[config.mk]
export PLATFORM = sky130hd
export DESIGN_NAME = keyscan_enc
export DESIGN_NICKNAME = d
export VERILOG_FILES = /design/src/rtl/keyscan_enc.sv
export SDC_FILE = /design/constraint.sdc
export NUM_CORES = 1
export LEC_CHECK = 0
export CAP_MARGIN = 20
export CELL_PAD_IN_SITES_DETAIL_PLACEMENT = 0
export CELL_PAD_IN_SITES_GLOBAL_PLACEMENT = 1
export CORE_MARGIN = 2
export CORE_UTILIZATION = 45
export DETAILED_ROUTE_END_ITERATION = 12
export DONT_BUFFER_PORTS = 1
export HOLD_SLACK_MARGIN = 0.03
export PLACE_DENSITY_LB_ADDON = 0.1
export SYNTH_ARGS = -nofsm -noshare
export SYNTH_HDL_FRONTEND = slang
export SYNTH_SLANG_ARGS = --single-unit
export TNS_END_PERCENT = 50
[constraint.sdc]
create_clock -name clock -period 2.3 [get_ports clock]
set_clock_uncertainty 0.15 [all_clocks]
set_input_delay 0.46 -clock clock [delete_from_list [all_inputs] [get_ports clock]]
set_output_delay 0.46 -clock clock [all_outputs]
set_load 0.05 [all_outputs]
[src/rtl/keyscan_enc.sv]
// keyscan_enc: synchronises and debounces NKEYS raw key lines, priority-encodes
// the stable set and issues one valid/ready event per press, with optional
// auto-repeat while the key stays held.
//
// state  | meaning
// -------+-----------------------------------------------------------
// IDLE   | no key tracked; the next debounced press is emitted at once
// HOLD   | tracking key r_cur, counting towards the first auto-repeat
// REPEAT | auto-repeating r_cur every REPEAT_PERIOD cycles
module keyscan_enc #(
    parameter int NKEYS         = 16,
    parameter int DB_CYCLES     = 4,
    parameter int REPEAT_DELAY  = 8,
    parameter int REPEAT_PERIOD = 4,
    localparam int KW           = $clog2(NKEYS)
) (
    input  logic          clock,
    input  logic          reset,
    input  logic [NKEYS-1:0] keys,
    input  logic          repeat_en,
    input  logic          ev_ready,
    input  logic          ovr_clr,
    output logic          key_in,
    output logic [KW-1:0] key_val,
    output logic          ev_valid,
    output logic [KW-1:0] ev_val,
    output logic          overrun
);

    // Counter widths; both are kept at least one bit wide for degenerate settings.
    localparam int CW = (DB_CYCLES > 1) ? $clog2(DB_CYCLES) : 1;
    localparam int TMAX = (REPEAT_DELAY > REPEAT_PERIOD) ? REPEAT_DELAY : REPEAT_PERIOD;
    localparam int TW = (TMAX > 1) ? $clog2(TMAX) : 1;

    localparam logic [CW-1:0] CNT_LAST = CW'(DB_CYCLES - 1);
    localparam logic [TW-1:0] RD_LAST  = TW'(REPEAT_DELAY - 1);
    localparam logic [TW-1:0] RP_LAST  = TW'(REPEAT_PERIOD - 1);

    typedef enum logic [1:0] {
        IDLE   = 2'd0,
        HOLD   = 2'd1,
        REPEAT = 2'd2
    } state_t;

    logic [NKEYS-1:0] r_keys_s1;
    logic [NKEYS-1:0] r_keys_s2;
    logic [NKEYS-1:0] r_db;
    logic [CW-1:0]    r_cnt [NKEYS];

    state_t           r_state;
    logic [TW-1:0]    r_tmr;
    logic [KW-1:0]    r_cur;
    logic             r_ev_valid;
    logic [KW-1:0]    r_ev_val;
    logic             r_overrun;

    state_t           w_state_nxt;
    logic [TW-1:0]    w_tmr_nxt;
    logic [KW-1:0]    w_cur_nxt;
    logic             w_emit;
    logic [KW-1:0]    w_emit_val;
    logic             w_release;
    logic             w_key_in;
    logic [KW-1:0]    w_key_val;
    logic             w_accept;
    logic             w_drop;

    // Two-flop synchroniser on every raw key line.
    always_ff @(posedge clock) begin
        if (reset) begin
            r_keys_s1 <= '0;
            r_keys_s2 <= '0;
        end else begin
            r_keys_s1 <= keys;
            r_keys_s2 <= r_keys_s1;
        end
    end

    // Per-key debounce: a level change is accepted only after DB_CYCLES
    // consecutive differing samples; any agreeing sample restarts the count.
    always_ff @(posedge clock) begin
        if (reset) begin
            r_db <= '0;
            for (int i = 0; i < NKEYS; i++) begin
                r_cnt[i] <= '0;
            end
        end else begin
            for (int i = 0; i < NKEYS; i++) begin
                if (r_keys_s2[i] == r_db[i]) begin
                    r_cnt[i] <= '0;
                end else if (r_cnt[i] == CNT_LAST) begin
                    r_db[i]  <= ~r_db[i];
                    r_cnt[i] <= '0;
                end else begin
                    r_cnt[i] <= r_cnt[i] + 1'b1;
                end
            end
        end
    end

    // Priority encoder: scanning downwards leaves the lowest set index.
    always_comb begin
        w_key_in  = |r_db;
        w_key_val = '0;
        for (int i = NKEYS - 1; i >= 0; i--) begin
            if (r_db[i]) begin
                w_key_val = KW'(i);
            end
        end
    end

    // Event FSM state register.
    always_ff @(posedge clock) begin
        if (reset) begin
            r_state <= IDLE;
            r_tmr   <= '0;
            r_cur   <= '0;
        end else begin
            r_state <= w_state_nxt;
            r_tmr   <= w_tmr_nxt;
            r_cur   <= w_cur_nxt;
        end
    end

    // Event FSM next state; a release outranks any emit in the same cycle.
    always_comb begin
        w_state_nxt = r_state;
        w_tmr_nxt   = r_tmr;
        w_cur_nxt   = r_cur;
        w_emit      = 1'b0;
        w_emit_val  = r_cur;
        w_release   = !w_key_in || (w_key_val != r_cur);

        case (r_state)
            IDLE: begin
                if (w_key_in) begin
                    w_emit      = 1'b1;
                    w_emit_val  = w_key_val;
                    w_cur_nxt   = w_key_val;
                    w_tmr_nxt   = '0;
                    w_state_nxt = HOLD;
                end
            end
            HOLD: begin
                if (w_release) begin
                    w_tmr_nxt   = '0;
                    w_state_nxt = IDLE;
                end else if (repeat_en && (r_tmr == RD_LAST)) begin
                    w_emit      = 1'b1;
                    w_tmr_nxt   = '0;
                    w_state_nxt = REPEAT;
                end else if (r_tmr != RD_LAST) begin
                    w_tmr_nxt   = r_tmr + 1'b1;
                end
            end
            REPEAT: begin
                if (w_release) begin
                    w_tmr_nxt   = '0;
                    w_state_nxt = IDLE;
                end else if (!repeat_en) begin
                    w_tmr_nxt   = '0;
                    w_state_nxt = HOLD;
                end else if (r_tmr == RP_LAST) begin
                    w_emit      = 1'b1;
                    w_tmr_nxt   = '0;
                end else begin
                    w_tmr_nxt   = r_tmr + 1'b1;
                end
            end
            default: begin
                w_tmr_nxt   = '0;
                w_state_nxt = IDLE;
            end
        endcase
    end

    // An emit lands only if the output slot is empty or being drained now.
    always_comb begin
        w_accept = w_emit && (!r_ev_valid || ev_ready);
        w_drop   = w_emit && r_ev_valid && !ev_ready;
    end

    // Output event register and sticky overrun; a drop beats ovr_clr.
    always_ff @(posedge clock) begin
        if (reset) begin
            r_ev_valid <= 1'b0;
            r_ev_val   <= '0;
            r_overrun  <= 1'b0;
        end else begin
            if (w_accept) begin
                r_ev_valid <= 1'b1;
                r_ev_val   <= w_emit_val;
            end else if (ev_ready) begin
                r_ev_valid <= 1'b0;
            end
            if (w_drop) begin
                r_overrun <= 1'b1;
            end else if (ovr_clr) begin
                r_overrun <= 1'b0;
            end
        end
    end

    assign key_in   = w_key_in;
    assign key_val  = w_key_val;
    assign ev_valid = r_ev_valid;
    assign ev_val   = r_ev_val;
    assign overrun  = r_overrun;

endmodule

==> metrics.txt, run 1 <==
Clock Tree Root=clkbuf_8; Finished Layout Cells=578; CTS Buf Count=9; die area=10200 µm²; PortBufs=0; GR Overflow Total=0; Yosys top cell area share=29.8%; EDFF count, synth=32; share of cells above drive strength 1=18.0%; post-route ant nets=0; Area Growth Syn to Fin=19.6%; RePlAce Congestion=0.830; fin crit period=2.40 ns; max_cap viols=0; Setup CP Type=register to output port; outcome=complete, but fails checks; vias in the first global route=2748; HPWL after detailed placement=4.91 mm; top cell type by total area after synthesis=dfxtp_1; CTS tree=yes; Pwr Total=3.49 mW; clk sinks=95; initial antenna violation count=0; Multi-input gate area=2070 µm²; antenna cells=0; FF+latch area=2230 µm²; cell count after synthesis=400; PwrDens=690 nW/µm²; Peak Freq=416 MHz; drt first pass iters=6; Post-synth top cells=65 x nor2_1, 63 x dfxtp_1, 38 x nor2b_1, 32 x edfxtp_1, 25 x inv_1; clk_lat worst skew=0.35 ns; post-DR wirelength/cell=13.2 µm; CP Capture Type=output port; Fin. Hold Viols=0; number of fill cells=864; layout net count=507; Max clock buf depth=2; clk slew on worst S/H paths=0.10 ns; Max VDD drop=326 µV; vias post-DR=2815; worst hold path class=primary input to register; number of distinct library cells after synthesis=52; Residual DRC=0; top_reg_cell synth=dfxtp_1; Slew Limit Headroom=63.5%; final number of setup-violating endpoints=10; Mapped Avg Cell Area=10.6 µm²; total track usage=15.9%; via-per-instance ratio=4.87; Worst EP arrival=1.79 ns; sequential fraction of the synthesis area=52.5%; Worst EP required=1.69 ns; Cells after DPL=552; Chip Width=101 µm; yosys synthesis warning count=0; initial core utilization=46.1%; Area contributors post-synth=dfxtp_1 30%, edfxtp_1 23%, ha_1 7.1%; crit share post-route=104%; first-pass GRT wire length=12.6 mm; drt first-iter violations=44; core area=9200 µm²; setup ws final=-0.103 ns; CP max FO=3; leakage power=2.09 nW; total routed wirelength=7.62 mm; post-place setup slack=0.0234 ns; RSZ-0062 raised after global routing=yes; die height=101 µm; asr flop ratio synth=0%; CP startpoint kind=register; Seq cells post-synth=95; synthesized area=4240 µm²; failing checks=setup timing; Slew @ Worst Pin=0.547 ns; largest net degree at the start of global routing=55; htree depth=3; fin. max-slew vios=0; I/O pin total=32; top-count cell post-synth=nor2_1; Core Rows=35
[area by class of cell]
cell class	instances	share of cell area (%)
Sequential cell	95	44.1
Multi-Input combinational cell	296	40.8
Timing Repair Buffer	34	6.25
Clock buffer	12	3.06
Tap cell	111	2.74
Inverter	26	1.98
Clock inverter	4	1.06
[worst max-delay path: stages (launching register included)]
cell,delay (ns)
dfxtp_2,0.34
or4_4,0.55
nor3_2,0.14
a21oi_2,0.08
buf_4,0.16
inv_4,0.05
buf_12,0.12
[where the power goes]
group / total (mW) / switching [mW] / internal, mW
combinational: 0.490 / 0.275 / 0.215
clock: 1.13 / 0.564 / 0.565
sequential: 1.88 / 0.0651 / 1.81
total: 3.49 / 0.905 / 2.59
[per-layer routing]
metal / vias to the layer above / global-route usage, % / wire length [µm]
met5: - / 0 / 0
met4: 0 / 5.61 / 92
met3: 6 / 4.58 / 323
met2: 43 / 25.8 / 3610
met1: 1307 / 20.3 / 3600
li1: 1459 / - / -
[final timing paths]
| path | startpoint | endpoint | slack (ns) | cells after the start |
|---|---|---|---|---|
| max reg2reg | r_db[5]$_SDFFE_PP0P_ | ev_val[0]$_SDFFE_PP0P_ | -0.09 | 8 |
| max | r_db[5]$_SDFFE_PP0P_ | key_val[1] | -0.10 | 6 |
| min reg2reg | r_keys_s1[10]$_SDFF_PP0_ | r_keys_s2[10]$_SDFF_PP0_ | 0.30 | 1 |
| min | reset | r_state[0]$_SDFFE_PP0P_ | 0.06 | 1 |
[cells by family (layout without fill, tap and decap cells)]
family                     count (synthesis)  count (layout)  synth area share, %
AOI/OAI and AO/OA                         35              35                 7.24
xor gates and xnor gates                  17              17                 3.52
adders and majority gates                 24              24                 7.09
buffers and inverters                     40              76                 3.81
DFF                                       95              95                 52.5
muxes                                     20              20                 5.20
other                                      1              32               0.0885
and+or+nand+nor                          168             168                 20.6
[flip-flops by register name, indices dropped and copies added (netlist names), 2 cells and up]
signal     flops
r_keys_s1     16
r_tmr          3
r_keys_s2     16
ev_val         4
r_cnt         32
r_state        2
r_cur          4
r_db          16
[placed cells by master (no fill, tap or decap), types with 2 or more instances in the layout]
cell type   netlist  layout
a21oi_2           1       3
ha_1             24      24
nand3_1           3       3
dfxtp_1          63      56
buf_4             0      24
nor2b_1          38      38
nor4_1            3       2
mux2_4            4       4
mux2i_1          16      16
or3_1            17      17
clkbuf_8          0      11
inv_1            25      24
clkinvlp_4        0       2
nand2_1          18      17
dfxtp_2           0       6
o21ai_0           3       3
conb_1            1      32
xnor2_1          17      17
a21oi_1           6       3
o32ai_2           1       2
nor2_1           65      65
nand2b_1          5       5
a31oi_1           5       4
nor4_4            1       4
nor3_2            0       2
edfxtp_1         32      32
a211oi_1          3       3
nand4_1           5       5
nor3_1            4       2
buf_6             1       7
[timing repair]
| item | in CTS | in global routing |
|---|---|---|
| pin swaps | 5 | 8 |
| endpoints found under the hold margin | 54 | 0 |
| resized for setup | 12 | 16 |
| endpoints found under the setup margin | 5 | 16 |
| gates cloned | 0 | 1 |
| hold buffers | 2 | 0 |
| setup buffers | 4 | 3 |
[per-stage QoR]
step | area (µm²) | hold WS (ns) | utilization, % | TNS (ns)
after floorplan | 4390 | 0.264 | - | -1.15
after global placement | 4650 | 0.267 | 50.6 | 0
after detailed placement | 4650 | 0.274 | 50.6 | 0
after CTS | 4970 | 0.0457 | 54.0 | -0.512
after global routing | 5060 | 0.0339 | 55.1 | -1.87
final | 5060 | 0.0589 | 55.1 | -0.617
Note: power is estimated with default switching activity, not from simulation.
==> run 2, diff against run 1 <==
--- a/config.mk
+++ b/config.mk
@@ -9,7 +9,7 @@
 export CELL_PAD_IN_SITES_DETAIL_PLACEMENT = 0
 export CELL_PAD_IN_SITES_GLOBAL_PLACEMENT = 1
 export CORE_MARGIN = 2
-export CORE_UTILIZATION = 45
+export CORE_UTILIZATION = 35
 export DETAILED_ROUTE_END_ITERATION = 12
 export DONT_BUFFER_PORTS = 1
 export HOLD_SLACK_MARGIN = 0.03
==> run 2 against run 1 <==
Net effect: the flow still finishes with violations (setup timing); fmax up 0.40%; die area up 27%; design area up 2.9%; non-clock buffer count up 3; core utilization down 11 points; combinational power up 3%; sequential share of layout area down 1.4 points; hold slack worse by 0.0079 ns; routed wire length up 8.2%; register-to-register slack better by 0.04 ns; power up 8.1%; critical endpoint unchanged.
==> metrics.txt, run 2 (synthesis results as in run 1) <==
vias post-DR=2809; die height=114 µm; R2R Path End=ev_val[1]$_SDFFE_PP0P_; PwrDens=725 nW/µm²; CP max FO=2; htree depth=3; Clock Tree Root=clkbuf_16; antenna cells=0; leakage power=2.15 nW; share of cells above drive strength 1=17.9%; Worst Setup SP=r_db[5]$_SDFFE_PP0P_; number of fill cells=1191; post-place instance area=4740 µm²; final core occ=43.8%; GR Overflow Total=0; r2r startpoint=r_db[5]$_SDFFE_PP0P_; Worst EP required=1.69 ns; max_cap viols=0; core area=11900 µm²; Area Growth Syn to Fin=23.0%; Multi-input gate area=2080 µm²; critical path's slowest cell=or4_4; CP startpoint kind=register; outcome=complete, but fails checks; fin. max-slew vios=0; layout net count=510; total track usage=13.8%; Layout Cell Area excl Fill=5210 µm²; I/O pin total=32; Core Rows=40; Max VDD drop=448 µV; drt first-iter violations=80; reg2reg setup slack=-0.05 ns; clk slew on worst S/H paths=0.06 ns; Peak Freq=418 MHz; CTS Buf Count=9; drt first pass iters=4; initial core utilization=35.6%; final number of setup-violating endpoints=11; crit share post-route=104%; reg2reg path depth=10; Finished Layout Cells=617; first-pass GRT wire length=13.7 mm; Cells after DPL=593; crit-path max cell delay=0.55 ns; Slew @ Worst Pin=0.558 ns; clk sinks=95; Worst EP arrival=1.78 ns; commonest cells after routing, fill and taps aside=65 x nor2_1, 59 x dfxtp_1, 38 x nor2b_1; FF+latch area=2230 µm²; RSZ-0062 raised after global routing=yes; Largest Register=r_cnt; post-place setup slack=0.0105 ns; vias in the first global route=2771; Fin. Hold Viols=0; Pwr Total=3.78 mW; CP Capture Point=key_val[1]; setup ws final=-0.0935 ns; post-route ant nets=0; most common cell after layout, fill and taps aside=nor2_1; Slew Limit Headroom=62.7%; worst hold path class=primary input to register; PortBufs=0; fin crit period=2.39 ns; HPWL after detailed placement=5.36 mm; worst path cell trace=or4_4, o32ai_1, a21oi_2, buf_4, inv_4, buf_12; via-per-instance ratio=4.55; total routed wirelength=8.25 mm; max FFs per register=32; Max clock buf depth=2; Fin Hold WS=0.0510 ns; die area=13000 µm²; largest net degree at the start of global routing=49; Residual DRC=0; CP Capture Type=output port; RePlAce Congestion=0.752; CTS tree=yes; Setup CP Type=register to output port; failing checks=setup timing; Final TNS setup=-0.455 ns; post-DR wirelength/cell=13.4 µm; clk_lat worst skew=0.35 ns; initial antenna violation count=0; Chip Width=114 µm
[run 2: changes by cell type in the layout (fill, tap and decap cells not counted), moves of 2 or more]
cell	before	now
dfxtp_2	6	4
clkinv_2	0	3
buf_6	7	9
dfxtp_1	56	59
clkbuf_8	11	1
clkbuf_16	0	9
[run 2: worst min-delay path by stage]
stage / start / endpoint / slack [ns] / cells past startpoint
6_report: reset / r_keys_s1[6]$_SDFF_PP0_ / 0.05 / 1
5_1_grt: reset / r_keys_s2[2]$_SDFF_PP0_ / 0.03 / 1
4_1_cts: reset / r_db[3]$_SDFFE_PP0P_ / 0.03 / 1
3_5_place_dp: r_keys_s1[1]$_SDFF_PP0_ / r_keys_s2[1]$_SDFF_PP0_ / 0.28 / 1
3_3_place_gp: r_keys_s1[3]$_SDFF_PP0_ / r_keys_s2[3]$_SDFF_PP0_ / 0.27 / 1
2_1_floorplan: r_keys_s1[0]$_SDFF_PP0_ / r_keys_s2[0]$_SDFF_PP0_ / 0.26 / 1
[run 2: cell type report]
class | instances | area share, %
clock buffer | 10 | 4.59
clock inverter | 6 | 0.672
inverter | 26 | 1.92
multi-input combinational | 296 | 40.0
sequential | 95 | 42.7
tap | 147 | 3.53
timing repair buffer | 37 | 6.55
[run 2: per-layer routing]
layer,track usage (%),wire (µm),up-vias,share of wire [%]
met3,5.90,365,9,4.4
li1,-,-,1469,-
met1,17.2,3960,1297,48
met2,21.5,3750,34,45
met5,0,0,-,0
met4,4.88,167,0,2.0
[run 2: timing repair]
action | CTS | global route
resized for setup | 21 | 8
endpoints found under the hold margin | 34 | 5
setup endpoints to repair | 5 | 16
setup buffers | 5 | 0
pin swaps | 8 | 3
hold buffers | 2 | 1
[run 2: worst max-delay path, delay by kind of cell (launching register included)]
family                 cells  cell delay [ns]
AOI/OAI and AO/OA          2             0.22
buffers and inverters      3             0.34
DFF                        1             0.32
and+or+nand+nor            1             0.55
[run 2: where the power goes]
| part | total, mW | switching (mW) | internal (mW) |
|---|---|---|---|
| clock | 1.39 | 0.633 | 0.757 |
| sequential | 1.88 | 0.0682 | 1.81 |
| combinational | 0.505 | 0.283 | 0.222 |
